==> config.mk <==
export PLATFORM = sky130hd
export DESIGN_NAME = seg7_scan_driver
export DESIGN_NICKNAME = d
export VERILOG_FILES = /design/src/rtl/seg7_pkg.sv /design/src/rtl/seg7_scan_driver_glyph_rom.sv /design/src/rtl/seg7_scan_driver.sv
export SDC_FILE = /design/constraint.sdc
export NUM_CORES = 1
export LEC_CHECK = 0
export ABC_AREA = 0
export ABC_CLOCK_PERIOD_IN_PS = 4800
export BUFFER_PORTS_ARGS = -buffer_cell sky130_fd_sc_hd__buf_4
export CORE_MARGIN = 2
export CORE_UTILIZATION = 56
export CTS_CLUSTER_SIZE = 16
export DETAILED_ROUTE_END_ITERATION = 6
export HOLD_SLACK_MARGIN = 0.02
export PLACE_DENSITY = 0.77
export SLEW_MARGIN = 10
export SYNTH_ARGS = -nofsm -noshare
export SYNTH_HDL_FRONTEND = slang
export SYNTH_HIERARCHICAL = 1
export SYNTH_SLANG_ARGS = --single-unit
==> constraint.sdc <==
create_clock -name clk -period 4.8 [get_ports clk]
set_input_delay 0.96 -clock clk [delete_from_list [all_inputs] [get_ports clk]]
set_output_delay 0.96 -clock clk [all_outputs]
set_load 0.005 [all_outputs]
==> src/rtl/seg7_pkg.sv <==
// seg7_pkg
// Shared definitions for the seven-segment scan driver.
//   SEG_0..SEG_F, SEG_BLANK : active-low glyphs in {g,f,e,d,c,b,a} order
//   MAX_DIGITS              : widest display the helpers are sized for
//   glyph_of()              : nibble + hex_mode -> glyph (10..15 blank in BCD mode)
//   lz_mask()               : bit i set when digit i is a leading zero
package seg7_pkg;

    localparam int MAX_DIGITS = 16;

    localparam logic [6:0] SEG_0     = 7'b1000000;
    localparam logic [6:0] SEG_1     = 7'b1111001;
    localparam logic [6:0] SEG_2     = 7'b0100100;
    localparam logic [6:0] SEG_3     = 7'b0110000;
    localparam logic [6:0] SEG_4     = 7'b0011001;
    localparam logic [6:0] SEG_5     = 7'b0010010;
    localparam logic [6:0] SEG_6     = 7'b0000010;
    localparam logic [6:0] SEG_7     = 7'b1111000;
    localparam logic [6:0] SEG_8     = 7'b0000000;
    localparam logic [6:0] SEG_9     = 7'b0010000;
    localparam logic [6:0] SEG_A     = 7'b0001000;
    localparam logic [6:0] SEG_B     = 7'b0000011;
    localparam logic [6:0] SEG_C     = 7'b1000110;
    localparam logic [6:0] SEG_D     = 7'b0100001;
    localparam logic [6:0] SEG_E     = 7'b0000110;
    localparam logic [6:0] SEG_F     = 7'b0001110;
    localparam logic [6:0] SEG_BLANK = 7'b1111111;

    // Letters only exist in hex mode; in BCD mode an out-of-range nibble
    // shows nothing rather than a misleading letter.
    function automatic logic [6:0] glyph_of(input logic [3:0] nibble, input logic hex_mode);
        logic [6:0] g;
        g = SEG_BLANK;
        case (nibble)
            4'h0: g = SEG_0;
            4'h1: g = SEG_1;
            4'h2: g = SEG_2;
            4'h3: g = SEG_3;
            4'h4: g = SEG_4;
            4'h5: g = SEG_5;
            4'h6: g = SEG_6;
            4'h7: g = SEG_7;
            4'h8: g = SEG_8;
            4'h9: g = SEG_9;
            4'hA: g = SEG_A;
            4'hB: g = SEG_B;
            4'hC: g = SEG_C;
            4'hD: g = SEG_D;
            4'hE: g = SEG_E;
            4'hF: g = SEG_F;
            default: g = SEG_BLANK;
        endcase
        if (!hex_mode && (nibble > 4'h9)) begin
            g = SEG_BLANK;
        end
        return g;
    endfunction

    // Walk from the most significant digit down; a digit is a leading zero
    // while everything above it (and itself) is zero. Digit 0 always shows.
    function automatic logic [MAX_DIGITS-1:0] lz_mask(input logic [4*MAX_DIGITS-1:0] digits);
        logic [MAX_DIGITS-1:0] m;
        logic                  all_zero;
        m        = '0;
        all_zero = 1'b1;
        for (int i = MAX_DIGITS - 1; i >= 1; i--) begin
            all_zero = all_zero && (digits[4*i +: 4] == 4'h0);
            m[i]     = all_zero;
        end
        return m;
    endfunction

endpackage

==> src/rtl/seg7_scan_driver_glyph_rom.sv <==
// seg7_glyph_rom
// Combinational glyph lookup for the digit currently being scanned.
//   nibble   : value of the selected digit
//   hex_mode : 1 = show A..F, 0 = blank for 10..15
//   blank    : force all segments off (leading-zero blanking)
//   seg      : active-low segments {g,f,e,d,c,b,a}
module seg7_glyph_rom
    import seg7_pkg::*;
(
    input  logic [3:0] nibble,
    input  logic       hex_mode,
    input  logic       blank,
    output logic [6:0] seg
);

    // Blanking overrides whatever the nibble would otherwise show.
    always_comb begin
        seg = SEG_BLANK;
        if (!blank) begin
            seg = glyph_of(nibble, hex_mode);
        end
    end

endmodule

==> src/rtl/seg7_scan_driver.sv <==
// seg7_scan_driver
// Time-multiplexed common-anode seven-segment driver with double-buffered
// display data and a dead time at the start of every digit slot.
//   clk, rst_n  : clock, synchronous active-low reset
//   digits_in   : nibble i drives digit i (digit 0 is rightmost)
//   dp_in       : decimal point request per digit
//   digit_en_in : per-digit enable
//   hex_mode_in : hex glyphs when 1, BCD when 0
//   blank_lz_in : blank leading zeros when 1
//   load        : one-cycle capture strobe for all *_in inputs
//   pending     : captured data waiting for the next frame boundary
//   frame_done  : one-cycle pulse after each frame wrap
//   seg, dp, an : active-low pin drives
module seg7_scan_driver
    import seg7_pkg::*;
#(
    parameter int NUM_DIGITS   = 8,
    parameter int TICK_DIV     = 100000,
    parameter int BLANK_CYCLES = 200
) (
    input  logic                    clk,
    input  logic                    rst_n,
    input  logic [4*NUM_DIGITS-1:0] digits_in,
    input  logic [NUM_DIGITS-1:0]   dp_in,
    input  logic [NUM_DIGITS-1:0]   digit_en_in,
    input  logic                    hex_mode_in,
    input  logic                    blank_lz_in,
    input  logic                    load,
    output logic                    pending,
    output logic                    frame_done,
    output logic [6:0]              seg,
    output logic                    dp,
    output logic [NUM_DIGITS-1:0]   an
);

    localparam int PW = (TICK_DIV > 1) ? $clog2(TICK_DIV) : 1;
    localparam int IW = (NUM_DIGITS > 1) ? $clog2(NUM_DIGITS) : 1;
    localparam logic [PW-1:0] PRESC_LAST = PW'(TICK_DIV - 1);
    localparam logic [PW-1:0] BLANK_END  = PW'(BLANK_CYCLES);
    localparam logic [IW-1:0] IDX_LAST   = IW'(NUM_DIGITS - 1);

    typedef struct packed {
        logic [4*NUM_DIGITS-1:0] digits;
        logic [NUM_DIGITS-1:0]   dp_en;
        logic [NUM_DIGITS-1:0]   en;
        logic                    hex;
        logic                    lz;
    } disp_buf_t;

    logic [PW-1:0]           prescaler;
    logic [IW-1:0]           idx;
    logic                    frame_wrap;
    disp_buf_t               in_buf;
    disp_buf_t               shadow;
    disp_buf_t               active;
    logic [4*MAX_DIGITS-1:0] padded;
    logic [MAX_DIGITS-1:0]   lz_bits;
    logic [3:0]              cur_nibble;
    logic                    cur_blank;
    logic [6:0]              glyph;
    logic [NUM_DIGITS-1:0]   an_next;
    logic [6:0]              seg_next;
    logic                    dp_next;

    // Bundle the raw inputs so both buffers are written as one unit.
    always_comb begin
        in_buf        = '0;
        in_buf.digits = digits_in;
        in_buf.dp_en  = dp_in;
        in_buf.en     = digit_en_in;
        in_buf.hex    = hex_mode_in;
        in_buf.lz     = blank_lz_in;
    end

    assign frame_wrap = (prescaler == PRESC_LAST) && (idx == IDX_LAST);

    // Slot timer and digit index. Disabled digits still get their slot so
    // the refresh rate never depends on the enable pattern.
    always_ff @(posedge clk) begin
        if (!rst_n) begin
            prescaler  <= '0;
            idx        <= '0;
            frame_done <= 1'b0;
        end else begin
            frame_done <= frame_wrap;
            if (prescaler == PRESC_LAST) begin
                prescaler <= '0;
                idx       <= (idx == IDX_LAST) ? '0 : idx + IW'(1);
            end else begin
                prescaler <= prescaler + PW'(1);
            end
        end
    end

    // Double buffer: active only changes at the frame wrap, so a frame is
    // never drawn from two different values. A load landing exactly on the
    // wrap can go straight to active since the new frame starts next cycle.
    always_ff @(posedge clk) begin
        if (!rst_n) begin
            shadow  <= '0;
            active  <= '0;
            pending <= 1'b0;
        end else if (frame_wrap) begin
            if (load) begin
                active  <= in_buf;
                pending <= 1'b0;
            end else if (pending) begin
                active  <= shadow;
                pending <= 1'b0;
            end
        end else if (load) begin
            shadow  <= in_buf;
            pending <= 1'b1;
        end
    end

    // Pick the current digit and decide whether it is a leading zero.
    // The helper works on a fixed maximum width, so pad with zeros above.
    always_comb begin
        padded                     = '0;
        padded[4*NUM_DIGITS-1:0]   = active.digits;
        lz_bits                    = lz_mask(padded);
        cur_nibble                 = active.digits[{idx, 2'b00} +: 4];
        cur_blank                  = active.lz & lz_bits[idx];
    end

    seg7_glyph_rom u_glyph_rom (
        .nibble   (cur_nibble),
        .hex_mode (active.hex),
        .blank    (cur_blank),
        .seg      (glyph)
    );

    // Next pin values: everything dark during the dead time, then the glyph
    // with the anode and decimal point only for an enabled digit.
    always_comb begin
        an_next  = '1;
        seg_next = SEG_BLANK;
        dp_next  = 1'b1;
        if (prescaler >= BLANK_END) begin
            seg_next = glyph;
            if (active.en[idx]) begin
                an_next[idx] = 1'b0;
                dp_next      = ~active.dp_en[idx];
            end
        end
    end

    // Register the pins so they are glitch-free; this adds one cycle of
    // latency behind the slot timer.
    always_ff @(posedge clk) begin
        if (!rst_n) begin
            an  <= '1;
            seg <= SEG_BLANK;
            dp  <= 1'b1;
        end else begin
            an  <= an_next;
            seg <= seg_next;
            dp  <= dp_next;
        end
    end

endmodule

==> results of run 1 <==
-- synth_stat cells (3+ instances only) --
cell and n:
nor2b_1 4, inv_1 11, o21ai_0 13, or3_1 6
xor2_1 7, o211ai_1 4, nand3_1 12, mux2i_1 109
a211oi_1 51, dfxtp_1 138, nor4_1 5, xnor2_1 3
nand4b_1 5, ha_1 11, mux2_2 5, buf_2 17
a21oi_1 11, or2_2 10, nor3_1 6, o21a_1 3
nand4_1 8, nor2_1 20, nand2_1 113, and3_1 5
or4_1 4, clkbuf_1 48, a31oi_1 55, nand2b_1 4
-- stage by stage --
step	utilization	setup WS [ns]	total power, W
after global routing	0.675	1.17	0.00275
after detailed placement	0.623	1.48	0.00138
final	0.675	1.44	0.00267
after floorplan	-	1.83	0.00132
after CTS	0.675	1.48	0.00268
after global placement	0.623	1.66	0.00138
-- area by class of cell --
cell class	instances	area (µm²)
multi-input combinational	512	3600
clock inverter	11	118
tap	143	179
clock buffer	21	480
fill	923	3740
timing repair buffer	77	591
sequential	138	2760
inverter	12	45.0
-- power groups by stage --
stage	logic (W)	registers [W]	clock network [W]
2_1_floorplan	0.000106	0.00121	0
3_3_place_gp	0.000163	0.00121	0
3_5_place_dp	0.000169	0.00121	0
4_1_cts	0.000171	0.00119	0.00132
5_1_grt	0.000186	0.00119	0.00138
6_report	0.000169	0.00119	0.00131
-- state kept, by name (all words and copies together), names as in the netlist --
name,cells
active,50
an,8
dp,1
frame_done,1
idx,3
pending,1
prescaler,17
seg,7
shadow,50
-- worst reg2reg max path, stage by stage (launching register included) --
cell and delay [ns]:
dfxtp_1 1.09, nor2b_1 0.23, a2bb2oi_1 0.21, nor2_1 0.06, a221o_1 0.39, inv_1 0.16
ha_1 0.24, o21bai_1 0.14, a31oi_4 0.28, o211ai_1 0.13, or2_2 0.31
-- cell families after synthesis --
family | Yosys count
compound gates | 163
fa+ha+maj | 11
buf+inv | 79
simple gates | 212
xor+xnor | 10
mux | 116
flops | 138
-- final timing paths --
check	slack (ns)	end	cells past startpoint	startpoint
setup reg to reg	1.44	seg[4]	10	idx[1]
hold / removal	0.46	prescaler[0]	1	prescaler[0]
hold reg to reg	0.46	prescaler[0]	1	prescaler[0]
setup / recovery	1.44	seg[4]	10	idx[1]
-- layer usage --
layer | track usage | routed length (µm) | up-vias
met5 | 0 | 0 | -
met4 | 0.0919 | 308 | 0
met3 | 0.0600 | 867 | 30
met2 | 0.390 | 7270 | 184
met1 | 0.325 | 6920 | 2669
li1 | - | - | 2715
==> metrics.md, run 1 <==
| Metric | Value |
|---|---|
| CTS root buffer | `clkbuf_16` |
| Clk_lat worst skew | `0.43 ns` |
| Synth top area share | `0.415` |
| Layout cells sized above 1 | `0.176` |
| Pwr Density | `343 nW/µm²` |
| Synth Area in Simple Gates | `0.153` |
| TritonCTS buffer count | `17` |
| Critical path type | `reg2reg` |
| Layout Nets | `~820` |
| Commonest non-fill, non-tap cell in the layout | `dfxtp_1` |
| I/O pins | `between 70 and 80` |
| Worst Max-Slew Pin Slew | `1.16 ns` |
| Final setup violating endpoints | `0` |
| Mux contribution to synthesized area | `0.179` |
| Sequential fraction of the synthesis area | `0.415` |
| Syn. warnings | `6` |
| Post-Synth Adder-Cell Area | `0.0207` |
| Area contributors post-synth | `dfxtp_1 (42%), mux2i_1 (16%), nand2_1 (6.4%)` |
| Drt pass-1 iters | `7` |
| Clock Path Buffers | `2` |
| Cell area after synthesis | `6650 µm²` |
| Top cell type by total area after synthesis | `dfxtp_1` |
| Distinct cells, synth | `58` |
| CP max FO | `32` |
| Buf/Inv on CP | `1` |
| Seq cells post-synth | `138` |
| Highest clock rate | `just under 300 MHz` |
| Final period util | `0.701` |
| Finished Layout Cells | `914` |
| Antenna Cells | `0` |
| Design area | `about 7800 µm²` |
| Total grt overflow | `0` |
| Die ar. | `around 13000 µm²` |
| Placed cell count | `slightly below 900` |
| Die height | `113 µm` |
| CP cell instances | `nor2b_1 > a2bb2oi_1 > nor2_1 > a221o_1 > inv_1 > ha_1 > o21bai_1 > a31oi_4 > o211ai_1 > or2_2` |
| Outcome | `finished, violations left` |
| CP delay by family, top | `compound AO/OA/AOI/OAI gates` |
| Minimum clock period | `3.36 ns` |
| DRT Wirelength | `between 15000 and 20000 µm` |
| Vias | `5598` |
| CP Launch Type | `register` |
| Drt drc | `5` |
| Post-CTS Resized | `0` |
| Arrival @ worst endpoint | `about 3.7 ns` |
| Maximum number of pins on one net before global-route repair | `67` |
| Post-DRT Antenna Nets | `0` |
| Top_reg_cell synth | `dfxtp_1` |
| Core area | `between 10000 and 15000 µm²` |
| Clock Power Share | `0.490` |
| Gate power share | `0.063` |
| Static leakage | `3.06 nW` |
| Average instance area after synthesis | `9.13 µm²` |
| Num rows | `39` |
| Clk sinks | `138` |
| Routed wire length per instance | `16.8 µm` |
| Area after DPL | `7170 µm²` |
| Setup TNS | `0 ns` |
| Compound-Gate Fraction of Synth Area | `0.170` |
| Global-route wire length before repair | `25200 µm` |
| GPL Wtd Cong | `0.906` |
| Mapped Nets | `just under 800` |
| Initial Util | `0.578` |
| Clk pin slew, worst setup/hold paths | `approximately 0.06 ns` |
| Vias in the first global route | `~5300` |
| Total Routing Usage GR | `0.245` |
| Layout Skew | `about 0.0055 ns` |
| Die Wd | `113 µm` |
| Number of synthesized flops with an enable pin | `0` |
| Initial antenna violation count | `0` |
| MaxCap Viol Count | `0` |
| H-tree level count | `4` |
| Fraction of registers with async set/reset | `0` |
| Hold-fix buffers, CTS | `0` |
| Post-Synth XOR/XNOR Area | `0.0132` |
| Worst IR drop on VDD | `a little over 0.2 mV` |
| Initial drt markers | `around 400` |
| Crit path largest cell delay | `approximately 1.1 ns` |
| CTS tree | `done` |
| Setup Fix Bufs, Post-CTS | `0` |
| Psw | `between 0.0005 and 0.0006 W` |
| Largest family of logic cells by synthesized area | `multiplexers` |
| I/O Buffers | `70` |
| Crit end category | `register` |
| Vias/cell | `6.12` |
| Max-slew violation count | `0` |
| Hold_ws | `around 0.46 ns` |
| Commonest cells after routing, fill and taps aside | `dfxtp_1 (138), nand2_1 (113), mux2i_1 (109)` |
| Endpoints failing hold | `0` |
| DP HPWL | `just over 10000 µm` |
| Area growth syn-to-layout | `16.8%` |
| Slowest-stage cell, CP | `dfxtp_1` |
| Worst Path Required | `~5 ns` |
| Int Pwr | `0.00207 W` |
| RSZ-0062 raised after global routing | `no` |
| Sequential Power Share | `0.447` |
| Worst rel slew slack | `0.225` |
| Syn Inst Count | `729` |
| Failing checks | `design-rule violations` |
| Worst hold path type | `reg2reg` |
| Sw frac | `0.224` |
Power figures use the tool's default switching activity.
==> inputs of run 2 (changes only) <==
--- a/config.mk
+++ b/config.mk
@@ -6,14 +6,14 @@
 export NUM_CORES = 1
 export LEC_CHECK = 0
 export ABC_AREA = 0
-export ABC_CLOCK_PERIOD_IN_PS = 4800
+export ABC_CLOCK_PERIOD_IN_PS = 3000
 export BUFFER_PORTS_ARGS = -buffer_cell sky130_fd_sc_hd__buf_4
 export CORE_MARGIN = 2
-export CORE_UTILIZATION = 56
+export CORE_UTILIZATION = 53
 export CTS_CLUSTER_SIZE = 16
 export DETAILED_ROUTE_END_ITERATION = 6
 export HOLD_SLACK_MARGIN = 0.02
-export PLACE_DENSITY = 0.77
+export PLACE_DENSITY = 0.76
 export SLEW_MARGIN = 10
 export SYNTH_ARGS = -nofsm -noshare
 export SYNTH_HDL_FRONTEND = slang
==> constraint.sdc (replaced) <==
create_clock -name clk -period 3 [get_ports clk]
set_input_delay 0.6 -clock clk [delete_from_list [all_inputs] [get_ports clk]]
set_output_delay 0.6 -clock clk [all_outputs]
set_load 0.005 [all_outputs]
==> run 2 against run 1 <==
Against the previous run:
- the run now ends clean
- setup slack worse by 1.1 ns
- clock skew rose by 0.0044 ns
- flip-flop and latch count unchanged
- clock power increased by 60%
- combinational power grew 59%
- die area rose by 5.5%
- utilization fell by 2.2 points
- sequential share of layout area decreased by 0.57 points
==> metrics.md, run 2 (synthesis gave the netlist of run 1 again) <==
| Metric | Value |
|---|---|
| Critical path type | `reg2reg` |
| Initial drt markers | `496` |
| Drt pass-1 iters | `5` |
| TritonCTS buffer count | `17` |
| CTS tree | `done` |
| FILL cells | `1002` |
| Total Routing Usage GR | `0.248` |
| Setup Fix Bufs, Post-CTS | `0` |
| Clk sinks | `138` |
| Commonest non-fill, non-tap cell in the layout | `dfxtp_1` |
| Core area | `12100 µm²` |
| Endpoints failing hold | `0` |
| Worst hold path type | `in2reg` |
| Total grt overflow | `0` |
| Arrival @ worst endpoint | `between 3 and 4 ns` |
| Initial Util | `0.549` |
| Layout Nets | `between 800 and 900` |
| Final setup violating endpoints | `0` |
| Slack of the critical path | `0.292 ns` |
| Clock Power Share | `0.492` |
| Int Pwr | `0.00331 W` |
| Finished Layout Cells | `951` |
| Worst Max-Slew Pin Slew | `0.939 ns` |
| CTS root buffer | `clkbuf_16` |
| Commonest cells after routing, fill and taps aside | `dfxtp_1 (137), nand2_1 (113), mux2i_1 (109)` |
| Psw | `0.000963 W` |
| Highest clock rate | `about 370 MHz` |
| MaxCap Viol Count | `0` |
| RSZ-0062 raised after global routing | `no` |
| GPL Wtd Cong | `0.906` |
| Crit end category | `register` |
| Pwr Density | `roughly 540 nW/µm²` |
| Static leakage | `between 3 and 4 nW` |
| H-tree level count | `4` |
| Final design utilization | `0.652` |
| Clock Path Buffers | `2` |
| I/O Buffers | `70` |
| Vias/cell | `5.85` |
| I/O pins | `71` |
| Vias | `5565` |
| Area growth syn-to-layout | `18.7%` |
| CP Launch Type | `register` |
| Routed wire length per instance | `16.4 µm` |
| Die ar. | `13500 µm²` |
| Antenna Cells | `0` |
| CP cell instances | `buf_4 > a2bb2oi_1 > nor2_1 > a221o_1 > inv_1 > ha_1 > o21bai_1 > a31oi_4 > o211ai_1 > or2_2` |
| CP max FO | `21` |
| Worst IR drop on VDD | `0.403 mV` |
| Final period util | `0.903` |
| Sequential Power Share | `0.445` |
| Setup WS pre-CTS | `between 0.2 and 0.3 ns` |
| Worst rel slew slack | `0.374` |
| Gate power share | `0.063` |
| Clk_lat worst skew | `0.43 ns` |
| Crit path largest cell delay | `0.44 ns` |
| Vias in the first global route | `5292` |
| Clk pin slew, worst setup/hold paths | `0.06 ns` |
| Maximum number of pins on one net before global-route repair | `between 60 and 70` |
| Buf/Inv on CP | `2` |
| Sw frac | `0.225` |
| Outcome | `completed` |
| Placed cell count | `919` |
| Slowest-stage cell, CP | `dfxtp_1` |
| Drt drc | `0` |
| Largest regs | `active: 50 flops, shadow: 50 flops, prescaler: 17 flops` |
| Global-route wire length before repair | `roughly 26000 µm` |
| DRT Wirelength | `between 15000 and 20000 µm` |
| Initial antenna violation count | `0` |
| Die height | `116 µm` |
| CP delay by family, top | `compound AO/OA/AOI/OAI gates` |
| Post-DRT Antenna Nets | `0` |
| Layout cells sized above 1 | `0.188` |
| Num rows | `40` |
| Max-slew violation count | `0` |
| Layout Skew | `0.00987 ns` |
| Die Wd | `116 µm` |
| Worst Path Required | `roughly 3.3 ns` |
| DP HPWL | `around 11000 µm` |
| Setup TNS | `0 ns` |
| Minimum clock period | `2.71 ns` |
==> run 2: layout make-up <==
type	instances	area, µm²	area share
Multi-Input combinational cell	512	3590	0.454
Sequential cell	138	2760	0.350
Timing Repair Buffer	89	693	0.0877
Clock buffer	22	484	0.0613
Tap cell	168	210	0.0266
Clock inverter	10	116	0.0147
Inverter	12	45.0	0.00570
==> run 2: path summary, 6_finish.rpt <==
check | from | endpoint | slack [ns] | depth (start not counted)
hold reg to reg | shadow[35] | shadow[35] | 0.46 | 2
setup / recovery | idx[0] | seg[0] | 0.29 | 10
hold / removal | digits_in[23] | shadow[41] | 0.43 | 3
setup reg to reg | idx[0] | seg[0] | 0.29 | 10
==> run 2: repair_timing <==
action | 4_1_cts | 5_1_grt
setup endpoints to repair | 0 | 1
resized for setup | 0 | 1
hold buffers | 0 | 0
==> run 2: power groups by stage <==
stage | Combinational (W) | Sequential [W] | Clock, W
floorplan | 0.000170 | 0.00194 | 0
global placement | 0.000260 | 0.00194 | 0
detailed placement | 0.000270 | 0.00194 | 0
CTS | 0.000272 | 0.00190 | 0.00213
global route | 0.000297 | 0.00191 | 0.00220
finish | 0.000269 | 0.00190 | 0.00210
==> run 2: through the flow <==
step | hold WS [ns] | area [µm²] | total power (W)
final | 0.428 | 7900 | 0.00428
after global routing | 0.438 | 7900 | 0.00441
after CTS | 0.418 | 7900 | 0.00431
after detailed placement | 0.448 | 7300 | 0.00221
after global placement | 0.436 | 7300 | 0.00220
after floorplan | 0.425 | 6650 | 0.00211
==> run 2: worst register-to-register path, stage by stage (launching register included) <==
cell,delay [ns]
dfxtp_1,0.44
buf_4,0.28
a2bb2oi_1,0.19
nor2_1,0.06
a221o_1,0.34
inv_1,0.16
ha_1,0.24
o21bai_1,0.15
a31oi_4,0.29
o211ai_1,0.13
or2_2,0.31
==> run 2: metal layers <==
metal,vias to the layer above,wire (µm),global-route usage
met5,-,0,0
met4,0,299,0.0929
met3,28,687,0.0476
met2,148,7310,0.402
met1,2649,7280,0.330
li1,2740,-,-
